==> src/rtl/decode_ctrl_pipe.sv <==
// decode_ctrl_pipe: registered RV32 control decode feeding the ID/EX register, with a mul/div busy
// sequencer, flush and bubble handling. Define CTRL_RV32M_EN to enable RV32M decode and the FSM.
`ifndef ALU_CONTROL_WIDTH
`define ALU_CONTROL_WIDTH 5
`endif
`ifndef ALU_CONTROL_ADD
`define ALU_CONTROL_ADD    0
`define ALU_CONTROL_SUB    1
`define ALU_CONTROL_AND    2
`define ALU_CONTROL_OR     3
`define ALU_CONTROL_XOR    4
`define ALU_CONTROL_SLT    5
`define ALU_CONTROL_SLTU   6
`define ALU_CONTROL_SLL    7
`define ALU_CONTROL_SRL    8
`define ALU_CONTROL_SRA    9
`define ALU_CONTROL_MUL    10
`define ALU_CONTROL_MULH   11
`define ALU_CONTROL_MULHSU 12
`define ALU_CONTROL_MULHU  13
`define ALU_CONTROL_DIV    14
`define ALU_CONTROL_DIVU   15
`define ALU_CONTROL_REM    16
`define ALU_CONTROL_REMU   17
`endif

package decode_ctrl_pipe_pkg;
    typedef enum logic [2:0] {IMM_I = 3'd0, IMM_S, IMM_B, IMM_U, IMM_J} immediate_type_e;
    typedef enum logic [1:0] {ALU_A_RS1 = 2'd0, ALU_A_PC, ALU_A_ZERO} alu_a_src_sel_e;
    typedef enum logic {PC_TGT_PC = 1'b0, PC_TGT_RS1} pc_target_src_sel_e;
endpackage

module decode_ctrl_pipe
    import decode_ctrl_pipe_pkg::*;
#(
    parameter int ALU_CTRL_W = `ALU_CONTROL_WIDTH,
    parameter int MULDIV_LAT = 4,
    parameter int CNT_W      = 4
) (
    input  logic                   clk,
    input  logic                   rst_n,
    input  logic                   valid_d_i,
    input  logic [6:0]             op_d_i,
    input  logic [2:0]             funct3_d_i,
    input  logic                   funct7_5_d_i,
    input  logic                   funct7_0_d_i,
    input  logic                   hazard_stall_i,
    input  logic                   flush_e_i,
    output logic                   valid_e_o,
    output logic                   reg_write_e_o,
    output logic [1:0]             result_src_e_o,
    output logic                   mem_write_e_o,
    output logic                   jump_e_o,
    output logic                   branch_e_o,
    output logic                   alu_src_e_o,
    output logic [ALU_CTRL_W-1:0]  alu_control_e_o,
    output immediate_type_e        imm_type_e_o,
    output logic [2:0]             funct3_e_o,
    output alu_a_src_sel_e         op_a_sel_e_o,
    output pc_target_src_sel_e     pc_target_src_sel_e_o,
    output logic                   illegal_e_o,
    output logic                   muldiv_start_e_o,
    output logic                   muldiv_done_e_o,
    output logic                   stall_req_o
);

    if (MULDIV_LAT < 2 || MULDIV_LAT > 16 || (MULDIV_LAT - 1) >= (1 << CNT_W)) begin : g_param_check
        $error("decode_ctrl_pipe: MULDIV_LAT must be 2..16 and fit in CNT_W bits");
    end

    localparam logic [6:0] OP_LOAD   = 7'b0000011;
    localparam logic [6:0] OP_STORE  = 7'b0100011;
    localparam logic [6:0] OP_REG    = 7'b0110011;
    localparam logic [6:0] OP_IMM    = 7'b0010011;
    localparam logic [6:0] OP_BRANCH = 7'b1100011;
    localparam logic [6:0] OP_JAL    = 7'b1101111;
    localparam logic [6:0] OP_JALR   = 7'b1100111;
    localparam logic [6:0] OP_LUI    = 7'b0110111;
    localparam logic [6:0] OP_AUIPC  = 7'b0010111;

    localparam logic [1:0] RES_MEM = 2'd1;
    localparam logic [1:0] RES_PC4 = 2'd2;

    localparam logic [ALU_CTRL_W-1:0] ALU_ADD  = ALU_CTRL_W'(`ALU_CONTROL_ADD);
    localparam logic [ALU_CTRL_W-1:0] ALU_SUB  = ALU_CTRL_W'(`ALU_CONTROL_SUB);
    localparam logic [ALU_CTRL_W-1:0] ALU_AND  = ALU_CTRL_W'(`ALU_CONTROL_AND);
    localparam logic [ALU_CTRL_W-1:0] ALU_OR   = ALU_CTRL_W'(`ALU_CONTROL_OR);
    localparam logic [ALU_CTRL_W-1:0] ALU_XOR  = ALU_CTRL_W'(`ALU_CONTROL_XOR);
    localparam logic [ALU_CTRL_W-1:0] ALU_SLT  = ALU_CTRL_W'(`ALU_CONTROL_SLT);
    localparam logic [ALU_CTRL_W-1:0] ALU_SLTU = ALU_CTRL_W'(`ALU_CONTROL_SLTU);
    localparam logic [ALU_CTRL_W-1:0] ALU_SLL  = ALU_CTRL_W'(`ALU_CONTROL_SLL);
    localparam logic [ALU_CTRL_W-1:0] ALU_SRL  = ALU_CTRL_W'(`ALU_CONTROL_SRL);
    localparam logic [ALU_CTRL_W-1:0] ALU_SRA  = ALU_CTRL_W'(`ALU_CONTROL_SRA);

    typedef struct packed {
        logic                  reg_write;
        logic [1:0]            result_src;
        logic                  mem_write;
        logic                  jump;
        logic                  branch;
        logic                  alu_src;
        logic [ALU_CTRL_W-1:0] alu_control;
        immediate_type_e       imm_type;
        logic [2:0]            funct3;
        alu_a_src_sel_e        op_a_sel;
        pc_target_src_sel_e    pc_target_src_sel;
        logic                  illegal;
    } ctrl_t;

    ctrl_t dec;
    ctrl_t ctrl_e;
    logic  valid_e;
    logic  busy;

    // alt selects SUB for funct3=000 and SRA for funct3=101
    function automatic logic [ALU_CTRL_W-1:0] int_alu(input logic [2:0] f3, input logic alt);
        case (f3)
            3'b000:  int_alu = alt ? ALU_SUB : ALU_ADD;
            3'b001:  int_alu = ALU_SLL;
            3'b010:  int_alu = ALU_SLT;
            3'b011:  int_alu = ALU_SLTU;
            3'b100:  int_alu = ALU_XOR;
            3'b101:  int_alu = alt ? ALU_SRA : ALU_SRL;
            3'b110:  int_alu = ALU_OR;
            default: int_alu = ALU_AND;
        endcase
    endfunction

`ifdef CTRL_RV32M_EN
    localparam logic [ALU_CTRL_W-1:0] ALU_MUL    = ALU_CTRL_W'(`ALU_CONTROL_MUL);
    localparam logic [ALU_CTRL_W-1:0] ALU_MULH   = ALU_CTRL_W'(`ALU_CONTROL_MULH);
    localparam logic [ALU_CTRL_W-1:0] ALU_MULHSU = ALU_CTRL_W'(`ALU_CONTROL_MULHSU);
    localparam logic [ALU_CTRL_W-1:0] ALU_MULHU  = ALU_CTRL_W'(`ALU_CONTROL_MULHU);
    localparam logic [ALU_CTRL_W-1:0] ALU_DIV    = ALU_CTRL_W'(`ALU_CONTROL_DIV);
    localparam logic [ALU_CTRL_W-1:0] ALU_DIVU   = ALU_CTRL_W'(`ALU_CONTROL_DIVU);
    localparam logic [ALU_CTRL_W-1:0] ALU_REM    = ALU_CTRL_W'(`ALU_CONTROL_REM);
    localparam logic [ALU_CTRL_W-1:0] ALU_REMU   = ALU_CTRL_W'(`ALU_CONTROL_REMU);

    function automatic logic [ALU_CTRL_W-1:0] md_alu(input logic [2:0] f3);
        case (f3)
            3'b000:  md_alu = ALU_MUL;
            3'b001:  md_alu = ALU_MULH;
            3'b010:  md_alu = ALU_MULHSU;
            3'b011:  md_alu = ALU_MULHU;
            3'b100:  md_alu = ALU_DIV;
            3'b101:  md_alu = ALU_DIVU;
            3'b110:  md_alu = ALU_REM;
            default: md_alu = ALU_REMU;
        endcase
    endfunction
`endif

    always_comb begin
        dec        = '0;
        dec.funct3 = funct3_d_i;
        case (op_d_i)
            OP_LOAD: begin
                dec.reg_write   = 1'b1;
                dec.result_src  = RES_MEM;
                dec.alu_src     = 1'b1;
                dec.alu_control = ALU_ADD;
                dec.imm_type    = IMM_I;
                dec.illegal     = (funct3_d_i == 3'b011) || (funct3_d_i[2:1] == 2'b11);
            end
            OP_STORE: begin
                dec.mem_write   = 1'b1;
                dec.alu_src     = 1'b1;
                dec.alu_control = ALU_ADD;
                dec.imm_type    = IMM_S;
                dec.illegal     = funct3_d_i[2] || (funct3_d_i[1:0] == 2'b11);
            end
            OP_REG: begin
                dec.reg_write = 1'b1;
                if (funct7_0_d_i) begin
`ifdef CTRL_RV32M_EN
                    dec.alu_control = md_alu(funct3_d_i);
`else
                    dec.illegal = 1'b1;
`endif
                end else begin
                    dec.alu_control = int_alu(funct3_d_i, funct7_5_d_i);
                end
            end
            OP_IMM: begin
                dec.reg_write   = 1'b1;
                dec.alu_src     = 1'b1;
                dec.imm_type    = IMM_I;
                dec.alu_control = int_alu(funct3_d_i, funct7_5_d_i && (funct3_d_i == 3'b101));
            end
            OP_BRANCH: begin
                dec.branch      = 1'b1;
                dec.alu_control = ALU_SUB;
                dec.imm_type    = IMM_B;
                dec.illegal     = (funct3_d_i[2:1] == 2'b01);
            end
            OP_JAL: begin
                dec.jump              = 1'b1;
                dec.reg_write         = 1'b1;
                dec.result_src        = RES_PC4;
                dec.imm_type          = IMM_J;
                dec.pc_target_src_sel = PC_TGT_PC;
            end
            OP_JALR: begin
                dec.jump              = 1'b1;
                dec.reg_write         = 1'b1;
                dec.result_src        = RES_PC4;
                dec.alu_src           = 1'b1;
                dec.imm_type          = IMM_I;
                dec.pc_target_src_sel = PC_TGT_RS1;
                dec.illegal           = (funct3_d_i != 3'b000);
            end
            OP_LUI: begin
                dec.reg_write = 1'b1;
                dec.alu_src   = 1'b1;
                dec.imm_type  = IMM_U;
                dec.op_a_sel  = ALU_A_ZERO;
            end
            OP_AUIPC: begin
                dec.reg_write = 1'b1;
                dec.alu_src   = 1'b1;
                dec.imm_type  = IMM_U;
                dec.op_a_sel  = ALU_A_PC;
            end
            default: dec.illegal = 1'b1;
        endcase
        // an unrecognised encoding must never write state or redirect the PC
        if (dec.illegal) begin
            dec.reg_write = 1'b0;
            dec.mem_write = 1'b0;
            dec.jump      = 1'b0;
            dec.branch    = 1'b0;
        end
    end

    always_ff @(posedge clk or negedge rst_n) begin
        if (!rst_n) begin
            valid_e <= 1'b0;
            ctrl_e  <= '0;
        end else if (flush_e_i) begin
            valid_e <= 1'b0;
            ctrl_e  <= '0;
        end else if (!busy) begin
            if (hazard_stall_i || !valid_d_i) begin
                valid_e <= 1'b0;
                ctrl_e  <= '0;
            end else begin
                valid_e <= 1'b1;
                ctrl_e  <= dec;
            end
        end
    end

`ifdef CTRL_RV32M_EN
    typedef enum logic {ST_IDLE = 1'b0, ST_BUSY = 1'b1} state_e;

    localparam logic [CNT_W-1:0] CNT_LOAD = CNT_W'(MULDIV_LAT - 1);

    state_e           state;
    logic [CNT_W-1:0] cnt;
    logic             start_q;
    logic             done_q;
    logic             load_muldiv;

    assign load_muldiv = valid_d_i && !hazard_stall_i && (op_d_i == OP_REG) && funct7_0_d_i;

    // done is registered one cycle early so it coincides with the cnt==1 cycle
    always_ff @(posedge clk or negedge rst_n) begin
        if (!rst_n) begin
            state   <= ST_IDLE;
            cnt     <= '0;
            start_q <= 1'b0;
            done_q  <= 1'b0;
        end else begin
            start_q <= 1'b0;
            done_q  <= 1'b0;
            if (flush_e_i) begin
                state <= ST_IDLE;
                cnt   <= '0;
            end else begin
                case (state)
                    ST_IDLE: begin
                        if (load_muldiv) begin
                            state   <= ST_BUSY;
                            cnt     <= CNT_LOAD;
                            start_q <= 1'b1;
                            done_q  <= (CNT_LOAD == CNT_W'(1));
                        end
                    end
                    ST_BUSY: begin
                        cnt    <= cnt - 1'b1;
                        done_q <= (cnt == CNT_W'(2));
                        if (cnt == CNT_W'(1)) begin
                            state <= ST_IDLE;
                        end
                    end
                    default: state <= ST_IDLE;
                endcase
            end
        end
    end

    assign busy             = (state == ST_BUSY);
    assign stall_req_o      = busy;
    assign muldiv_start_e_o = start_q;
    assign muldiv_done_e_o  = done_q;
`else
    assign busy             = 1'b0;
    assign stall_req_o      = 1'b0;
    assign muldiv_start_e_o = 1'b0;
    assign muldiv_done_e_o  = 1'b0;
`endif

    assign valid_e_o             = valid_e;
    assign reg_write_e_o         = ctrl_e.reg_write;
    assign result_src_e_o        = ctrl_e.result_src;
    assign mem_write_e_o         = ctrl_e.mem_write;
    assign jump_e_o              = ctrl_e.jump;
    assign branch_e_o            = ctrl_e.branch;
    assign alu_src_e_o           = ctrl_e.alu_src;
    assign alu_control_e_o       = ctrl_e.alu_control;
    assign imm_type_e_o          = ctrl_e.imm_type;
    assign funct3_e_o            = ctrl_e.funct3;
    assign op_a_sel_e_o          = ctrl_e.op_a_sel;
    assign pc_target_src_sel_e_o = ctrl_e.pc_target_src_sel;
    assign illegal_e_o           = ctrl_e.illegal;

endmodule

==> config.mk <==
export PLATFORM = sky130hd
export DESIGN_NAME = decode_ctrl_pipe
export DESIGN_NICKNAME = d
export VERILOG_FILES = /design/src/rtl/decode_ctrl_pipe.sv
export SDC_FILE = /design/constraint.sdc
export NUM_CORES = 1
export LEC_CHECK = 0
export BUFFER_PORTS_ARGS = -buffer_cell sky130_fd_sc_hd__buf_4
export CAP_MARGIN = 15
export CORE_UTILIZATION = 42
export DETAILED_ROUTE_END_ITERATION = 8
export PLACE_DENSITY = 0.74
export SYNTH_ARGS = -nofsm -noshare
export SYNTH_HDL_FRONTEND = slang
export SYNTH_SLANG_ARGS = --single-unit
==> constraint.sdc <==
create_clock -name clk -period 0.8 [get_ports clk]
set_input_delay 0.16 -clock clk [delete_from_list [all_inputs] [get_ports clk]]
set_output_delay 0.16 -clock clk [all_outputs]
set_load 0.03 [all_outputs]
* After elaboration in Yosys (flattened, before gate mapping)
Cells that the tools add are included.
** Cells by class
- Equal/unequal tests :: 18
- Multiplexer cells :: 25
- Reductions and logical operators :: 12
** Operators with widths (number)
- one-hot mux 4 bit (7 select lines) :: 2
- two-way mux 22 bit :: 2
- == test 7 x 6 -> 1 bit, second input constant :: 3
- == test 7 bit, second input constant :: 3
- one-hot mux 5 bit (3 select lines) :: 1
- == test 7 x 5 -> 1 bit, second input constant :: 2
- two-way mux 1 bit :: 14
- one-hot mux 3 bit (4 select lines) :: 1
- == test 3 bit, second input constant :: 3
- one-hot mux 2 bit (2 select lines) :: 2
- == test 7 x 2 -> 1 bit, second input constant :: 1
- OR reduction 7 bit :: 1
- == test 3 x 2 -> 1 bit, second input constant :: 2
- one-hot mux 1 bit (6 select lines) :: 1
- OR reduction 6 bit :: 1
- two-way mux 5 bit :: 1
- == test 2 bit, second input constant :: 2
- OR reduction 2 bit :: 2
- OR reduction 4 bit :: 1
- == test 3 x 1 -> 1 bit, second input constant :: 1
- zero test 3 bit :: 1
- logical OR 1 bit :: 3
- two-way mux 3 bit :: 1
- nonzero test 3 bit :: 1
- 3 further kinds :: 3
** Storage, ports and cells
- Register bits after elaboration :: 23
- Output and inout bits :: 26

* Longest topological paths before layout
Gate-level depths: netlist of the first run.
- Depth in word-level cells :: 7
- Gate-level depth with buffers :: 5
- Mapped depth without buffers :: 5

* Least setup slack after synthesis of the first run
OpenSTA, ideal clock, no wires.
- Path kind :: input -> register
- Start :: in hazard_stall_i
- End :: reg ctrl_e (netlist bit alu_control_e_o[2])
- Library setup time :: 68 ps
- Data arrival time :: 1283 ps
- Data required time :: 732 ps
- Path slack :: -551 ps
- Stages :: 5
- Buffers on the path :: 1
- Path through :: nor3b_4 > or3b_1 > buf_6 > nor3b_2 > and4bb_1
** On the way
- Cells in the longest elaborated chain, start to end :: 3
** RTL lines
- from (decl) :: line 47 : input logic hazard_stall_i,
- logical OR 1 bit :: line 243 : if (hazard_stall_i || !valid_d_i) begin
- two-way mux 22 bit :: line 243
- two-way mux 22 bit :: line 239 : end else if (flush_e_i) begin
- to (signal assigned) :: line 238 : ctrl_e <= '0;
- to (signal assigned) :: line 241 : ctrl_e <= '0;
- to (signal assigned) :: line 245 : ctrl_e <= '0;
- to (decl) :: line 111 : ctrl_t ctrl_e;
No other way between the ends.

* Worst setup path in the final report of the first run
Ends and elaborated chain as after synthesis.

==> run metrics, run 1 <==
Port Buf Inserts 38; Initial Util 46.2%; Hold Vio Cnt, Final 0; vias per std cell 5.48; Finished Layout Cells 200; Wirelength per Cell 17.7 microns; Worst VDD drop 1170 uV; share of layout cells above drive strength 1 63.4%; I/O pin count 43; crit share post-route 134%; RSZ-0062 raised after global routing true; H-tree depth 1; final slew viol count 0; Finished Cell Area 2000 sq um; die area 2760 sq um; GR Overflow Total 0; drt first pass iters 4; GRT Total Usage 24.2%; final number of setup-violating endpoints 38; final core utilization 86.5%; CTS clk-pin slew, worst paths 0.12 ns; Hold WC Path Type in -> reg; Final WS setup -0.268 ns; WL final 3.55 mm; failing checks setup timing; Cell variety after synth 36; 1st-iter DRT viols 38; routability cong. 0.866; PD cells 1140 nW/um^2; critical path required time 1.05 ns; Row Count 17; DP Worst Slack -0.584 ns; Max Freq 936 MHz; Longest Clk Path Bufs 2; Lkg Pwr 0.966 nW; DP HPWL 2.07 mm; clk sinks 22; antenna violations before repair 0; max cap viols 0; CP Data Arrival Time 1.32 ns; Hold WS 0.158 ns; Setup Total Neg Slack -6.72 ns; Syn-to-layout area delta 86.9%; Setup crit end alu_control_e_o[2]$_DFF_PN0_; Syn Area/Cell 10.5 sq um; first-pass GRT wire length 4.71 mm; area occupied by multi-input gates 653 sq um; register area 551 sq um; vias 1095; filler cell count in the final layout 104; Root Buffer clkbuf_4; TritonCTS Buffers 3; TritonCTS clock tree built; Critical Path End Type flip-flop; Tot Pwr 2.29 mW; die height 52.5 microns; Crit Path Max Fanout 2; # DRC 0; pin count of the biggest net entering global routing 23; antenna viol nets, final 0; Nets 190; Yosys reg bits 22; die width 52.5 microns; critical path class in -> reg; diode count 0; cells after synthesis 102; status finished with violations; Mapped Area 1070 sq um; Setup crit start kind input pin; Placed Area 1620 sq um; crit path launch hazard_stall_i; sequential element share of the synthesized area 51.3%; warnings from Yosys 0; core area 2320 sq um; min cycle time layout 1.07 ns; vias in the first global route 1005; Placed Cells 186
==> flip-flops by register name, indices dropped and copies added (netlist names) <==
signal and flops:
alu_control_e_o 4, funct3_e_o 3, imm_type_e_o 3, op_a_sel_e_o 2, result_src_e_o 2, alu_src_e_o 1, branch_e_o 1, illegal_e_o 1
jump_e_o 1, mem_write_e_o 1, pc_target_src_sel_e_o 1, reg_write_e_o 1, valid_e_o 1
==> critical path, stage by stage <==
cell	delay, ns
buf_6	0.09
nor3b_4	0.18
or3b_4	0.42
nor3b_2	0.21
and4bb_1	0.25
==> cells by family (layout without fill, tap and decap cells) <==
family | Yosys count | in the layout | synth area share [%]
other | 1 | 4 | 0.350
AND/OR/NAND/NOR | 48 | 48 | 29.4
flip-flops | 22 | 22 | 51.3
AO/OA/AOI/OAI | 16 | 16 | 10.3
buffers and inverters | 13 | 80 | 6.77
multiplexers | 2 | 2 | 1.87
==> synth_stat cells <==
| cell type | n | area share (%) |
|---|---|---|
| nand4b_1 | 2 | 1.6 |
| dfrtp_1 | 22 | 51 |
| nor3b_4 | 1 | 1.8 |
| nand2b_1 | 3 | 1.8 |
| and4bb_1 | 1 | 1.2 |
| or2_2 | 1 | 0.58 |
| nand2_2 | 1 | 0.58 |
| a31oi_1 | 1 | 0.58 |
| o21a_1 | 2 | 1.4 |
| buf_2 | 1 | 0.47 |
| mux2i_1 | 2 | 1.9 |
| and2_2 | 3 | 2.1 |
| a21oi_1 | 3 | 1.4 |
| nor4_1 | 3 | 1.8 |
| a211o_1 | 1 | 0.82 |
| nor3b_2 | 1 | 1.2 |
| nor3b_1 | 1 | 0.70 |
| or3b_1 | 1 | 0.82 |
| buf_4 | 4 | 2.8 |
| a211oi_1 | 5 | 3.5 |
| o31a_2 | 1 | 0.93 |
| nand3b_1 | 2 | 1.4 |
| nor2b_1 | 2 | 1.2 |
| nor3_1 | 6 | 2.8 |
| conb_1 | 1 | 0.35 |
| a21o_1 | 1 | 0.70 |
| inv_1 | 3 | 1.1 |
| nand3_1 | 2 | 0.93 |
| and2_1 | 1 | 0.58 |
| nand2_1 | 5 | 1.8 |
| nor4bb_1 | 2 | 1.9 |
| o21ai_0 | 2 | 0.93 |
| nand4bb_1 | 2 | 2.1 |
| buf_6 | 1 | 1.1 |
| nor2_1 | 8 | 2.8 |
| clkbuf_1 | 4 | 1.4 |
==> layer usage <==
layer  track usage [%]  wire length (microns)
met3              3.48                    179
met4              8.33                    119
met1              30.1                   1390
met2              42.4                   1860
met5                 0                      0
==> how the worst min path moves through the flow <==
| stage | startpoint | to | slack [ns] | depth (start not counted) |
|---|---|---|---|---|
| CTS | op_d_i[4] | mem_write_e_o$_DFF_PN0_ | 0.15 | 4 |
| global route | op_d_i[4] | mem_write_e_o$_DFF_PN0_ | 0.15 | 4 |
| floorplan | rst_n | alu_control_e_o[0]$_DFF_PN0_ | -0.14 | 0 |
| global placement | rst_n | valid_e_o$_DFF_PN0_ | 0.05 | 1 |
| detailed placement | rst_n | valid_e_o$_DFF_PN0_ | 0.06 | 1 |
| finish | op_d_i[4] | mem_write_e_o$_DFF_PN0_ | 0.16 | 4 |
==> layout make-up <==
class	count	share of cell area (%)
Clock buffer	4	1.81
Timing Repair Buffer	73	35.8
Tap cell	28	1.75
Inverter	3	0.562
Sequential cell	22	27.5
Multi-Input combinational cell	70	32.6
==> power breakdown <==
part	total (mW)	internal [mW]	switching [mW]
Sequential	1.12	1.12	0.00437
Combinational	0.547	0.270	0.277
Clock	0.613	0.278	0.335
Total	2.29	1.67	0.617
==> cell usage in the layout, fill, tap and decap left out, types with 2 or more instances in the layout <==
cell,netlist,routed
nand2b_1,3,3
buf_8,0,2
a21oi_1,3,2
a211oi_1,5,2
nor3b_2,1,2
nor3_2,0,2
mux2i_1,2,2
nor4_2,0,2
inv_1,3,2
clkbuf_4,0,3
nand4b_1,2,2
nand3b_1,2,2
nor3_4,0,4
nor4bb_4,0,2
and2_4,0,3
a211oi_2,0,3
nand2_1,5,5
conb_1,1,4
dfrtp_1,22,22
nor2_1,8,6
o21a_1,2,2
buf_12,0,2
buf_6,1,34
nor2_2,0,2
o21ai_0,2,2
buf_4,4,34
==> what timing repair did <==
| item | CTS | global route |
|---|---|---|
| hold endpoints to repair | 22 | 0 |
| pin swaps | 5 | 6 |
| hold buffers | 1 | 0 |
| setup buffers | 1 | 8 |
| endpoints found under the setup margin | 37 | 38 |
| gates cloned | 0 | 0 |
| resized for setup | 41 | 23 |
Note: power is estimated with default switching activity, not from simulation.
==> run 2, diff against run 1 <==
Settings changed: SKIP_CTS_REPAIR_TIMING set to 1.
==> run metrics, run 2 (synthesis results as in run 1) <==
I/O pin count 43; wire length on met3 176 microns; WL final 3.46 mm; most frequent cells in the layout buf_4 (42), buf_6 (29), dfrtp_1 (22); Wirelength per Cell 17.0 microns; antenna viol nets, final 0; Worst VDD drop 1300 uV; routability cong. 0.866; Hold Vio Cnt, Final 0; critical path class in -> reg; TritonCTS clock tree built; Final WS setup -0.225 ns; DR WL met2 1.83 mm; diode count 0; Port Buf Inserts 38; Lkg Pwr 0.948 nW; Nets 193; GR Overflow Total 0; die area 2760 sq um; PD cells 1150 nW/um^2; max layer used met4; crit share post-route 128%; Longest Clk Path Bufs 2; Setup crit start kind input pin; die height 52.5 microns; Initial Util 46.2%; WL met1 1.34 mm; drt first pass iters 4; WHS Path Cells 3; Row Count 17; final number of setup-violating endpoints 38; critical path required time 1.05 ns; final slew viol count 0; Largest register FFs 4; share of layout cells above drive strength 1 61.7%; vias in the first global route 947; pin count of the biggest net entering global routing 23; TritonCTS Buffers 3; Syn-to-layout area delta 82.0%; DP Worst Slack -0.584 ns; status finished with violations; antenna violations before repair 0; commonest non-fill, non-tap cell in the layout buf_4; H-tree depth 1; GRT Total Usage 21.7%; CTS clk-pin slew, worst paths 0.12 ns; Hold WS 0.171 ns; # DRC 0; Hold WC Path Type in -> reg; core area 2320 sq um; die width 52.5 microns; RSZ-0062 raised after global routing true; clk sinks 22; min cycle time layout 1.02 ns; Root Buffer clkbuf_4; 1st-iter DRT viols 38; failing checks setup timing; Critical Path End Type flip-flop; Crit Path Max Fanout 2; vias 1111; Max Freq 976 MHz; vias per std cell 5.47; max cap viols 0; DP HPWL 2.07 mm; first-pass GRT wire length 4.28 mm; CP Data Arrival Time 1.28 ns
==> run 2: changes by cell type in the layout (fill, tap and decap cells not counted), moves of 2 or more <==
cell and delta:
and2_2 +2, and2_4 -2, buf_6 -5, buf_4 +8
==> run 2: stage by stage <==
| step | power (mW) | cells | util (%) | instance area (sq um) | TNS (ns) |
|---|---|---|---|---|---|
| floorplan | 1.37 | 105 | - | 1200 | -4.62 |
| global route | 2.33 | 203 | 84.2 | 1950 | -8.07 |
| global placement | 1.57 | 186 | 69.8 | 1620 | -7.53 |
| CTS | 2.15 | 190 | 71.4 | 1660 | -6.89 |
| detailed placement | 1.57 | 186 | 69.8 | 1620 | -8.19 |
| finish | 2.25 | 203 | 84.2 | 1950 | -6.84 |
==> run 2: routing by layer <==
| metal | track usage (%) | up-vias |
|---|---|---|
| li1 | - | 503 |
| met2 | 36.1 | 56 |
| met4 | 8.33 | 0 |
| met1 | 28.5 | 538 |
| met3 | 2.61 | 14 |
| met5 | 0 | - |
==> run 2: final timing paths <==
| kind | start | to | slack, ns |
|---|---|---|---|
| setup / recovery | flush_e_i | alu_control_e_o[2]$_DFF_PN0_ | -0.22 |
| hold / removal | op_d_i[5] | result_src_e_o[0]$_DFF_PN0_ | 0.17 |
| max in group asynchronous | rst_n | imm_type_e_o[2]$_DFF_PN0_ | 0.34 |
| min in group asynchronous | rst_n | alu_control_e_o[3]$_DFF_PN0_ | 0.26 |
==> run 2: area by class of cell <==
class	count	area [sq um]
Tap cell	28	35.0
Timing Repair Buffer	76	712
Sequential cell	22	551
Inverter	3	11.3
Multi-Input combinational cell	70	607
Fill cell	119	367
Clock buffer	4	36.3
==> run 2: power by group <==
part,internal (mW),switching [mW]
registers,1.12,0.00430
clock network,0.278,0.331
logic,0.257,0.263
total,1.66,0.599
==> run 2: worst max-delay path, cell delays in order <==
cell      delay, ns
buf_6          0.10
nor3b_4        0.18
or3b_4         0.40
nor3b_2        0.21
and4bb_1       0.22
==> run 3, diff against run 2 <==
Settings changed: CORE_MARGIN set to 4.
==> run metrics, run 3 (synthesis results as in run 1) <==
status finished with violations; failing checks setup timing; critical path class in -> reg; GR Overflow Total 0; min cycle time layout 1.03 ns; 1st-iter DRT viols 23; drt first pass iters 4; Hold WC Path Type in -> reg; vias in the first global route 978; die height 58.5 microns; Longest Clk Path Bufs 2; routability cong. 0.862; Root Buffer clkbuf_4; crit share post-route 129%; I/O pin count 43; TritonCTS clock tree built; Lkg Pwr 0.905 nW; Nets 183; Row Count 18; Wirelength per Cell 14.9 microns; die width 58.5 microns; DP HPWL 2.15 mm; area occupied by multi-input gates 628 sq um; Initial Util 43.7%; H-tree depth 1; first-pass GRT wire length 4.38 mm; antenna violations before repair 0; Tot Pwr 2.09 mW; # DRC 0; Final WS setup -0.235 ns; max cap viols 0; share of layout cells above drive strength 1 58.5%; final slew viol count 0; final number of setup-violating endpoints 38; vias per std cell 5.22; GRT Total Usage 16.2%; Max Freq 966 MHz; CP Data Arrival Time 1.29 ns; diode count 0; Largest register FFs 4; TritonCTS Buffers 3; Finished Cell Area 1880 sq um; antenna viol nets, final 0; Crit Path Max Fanout 2; Port Buf Inserts 38; critical path required time 1.05 ns; PD cells 1110 nW/um^2; commonest non-fill, non-tap cell in the layout buf_4; vias 1012; final core utilization 76.6%; Setup crit start kind input pin; WL final 2.88 mm; Hold Vio Cnt, Final 0; filler cell count in the final layout 154; Syn-to-layout area delta 75.3%; Critical Path End Type flip-flop; pin count of the biggest net entering global routing 23; most frequent cells in the layout buf_4 (32), buf_6 (31), dfrtp_1 (22); Placed Area 1610 sq um; core area 2450 sq um; die area 3430 sq um; RSZ-0062 raised after global routing true; Worst VDD drop 884 uV; CTS clk-pin slew, worst paths 0.10 ns; register area 551 sq um; clk sinks 22
==> run 3: layer usage <==
metal	part of all wire, %	up-vias	GRT usage (%)
met2	53	34	28.1
li1	-	474	-
met3	4.9	7	2.41
met4	2.4	0	4.97
met1	40	497	20.8
met5	0	-	0
==> run 3: stage by stage <==
| stage | setup TNS [ns] | hold WS (ns) | worst slack (ns) | cells |
|---|---|---|---|---|
| after floorplan | -4.62 | -0.136 | -0.548 | 105 |
| after global placement | -7.09 | 0.0481 | -0.498 | 188 |
| after detailed placement | -7.92 | 0.0517 | -0.565 | 188 |
| after CTS | -6.57 | -0.266 | -0.262 | 191 |
| after global routing | -7.39 | 0.130 | -0.259 | 194 |
| final | -6.19 | 0.132 | -0.235 | 194 |
==> run 3: path summary, 6_finish.rpt <==
kind	from	endpoint	slack, ns	cells after the start
max	flush_e_i	alu_control_e_o[2]$_DFF_PN0_	-0.23	5
min	op_d_i[5]	result_src_e_o[0]$_DFF_PN0_	0.13	3
max in group asynchronous	rst_n	alu_control_e_o[3]$_DFF_PN0_	0.34	2
min in group asynchronous	rst_n	jump_e_o$_DFF_PN0_	0.26	2
==> run 3: final cells by class <==
| type | count | area share [%] |
|---|---|---|
| sequential | 22 | 29.3 |
| clock buffer | 3 | 1.20 |
| inverter | 3 | 0.599 |
| multi-input combinational | 70 | 33.4 |
| tap | 30 | 2.00 |
| timing repair buffer | 66 | 33.5 |
==> run 3: critical path: stages <==
cell      delay [ns]
buf_6           0.09
nor3b_4         0.19
or3b_4          0.42
nor3b_4         0.21
and4bb_1        0.21
==> run 3: where the power goes <==
group | internal [mW] | total (mW) | leakage, nW | switching (mW)
Combinational | 0.238 | 0.487 | 0.586 | 0.248
Clock | 0.176 | 0.479 | 0.0138 | 0.303
Sequential | 1.12 | 1.12 | 0.306 | 0.00413
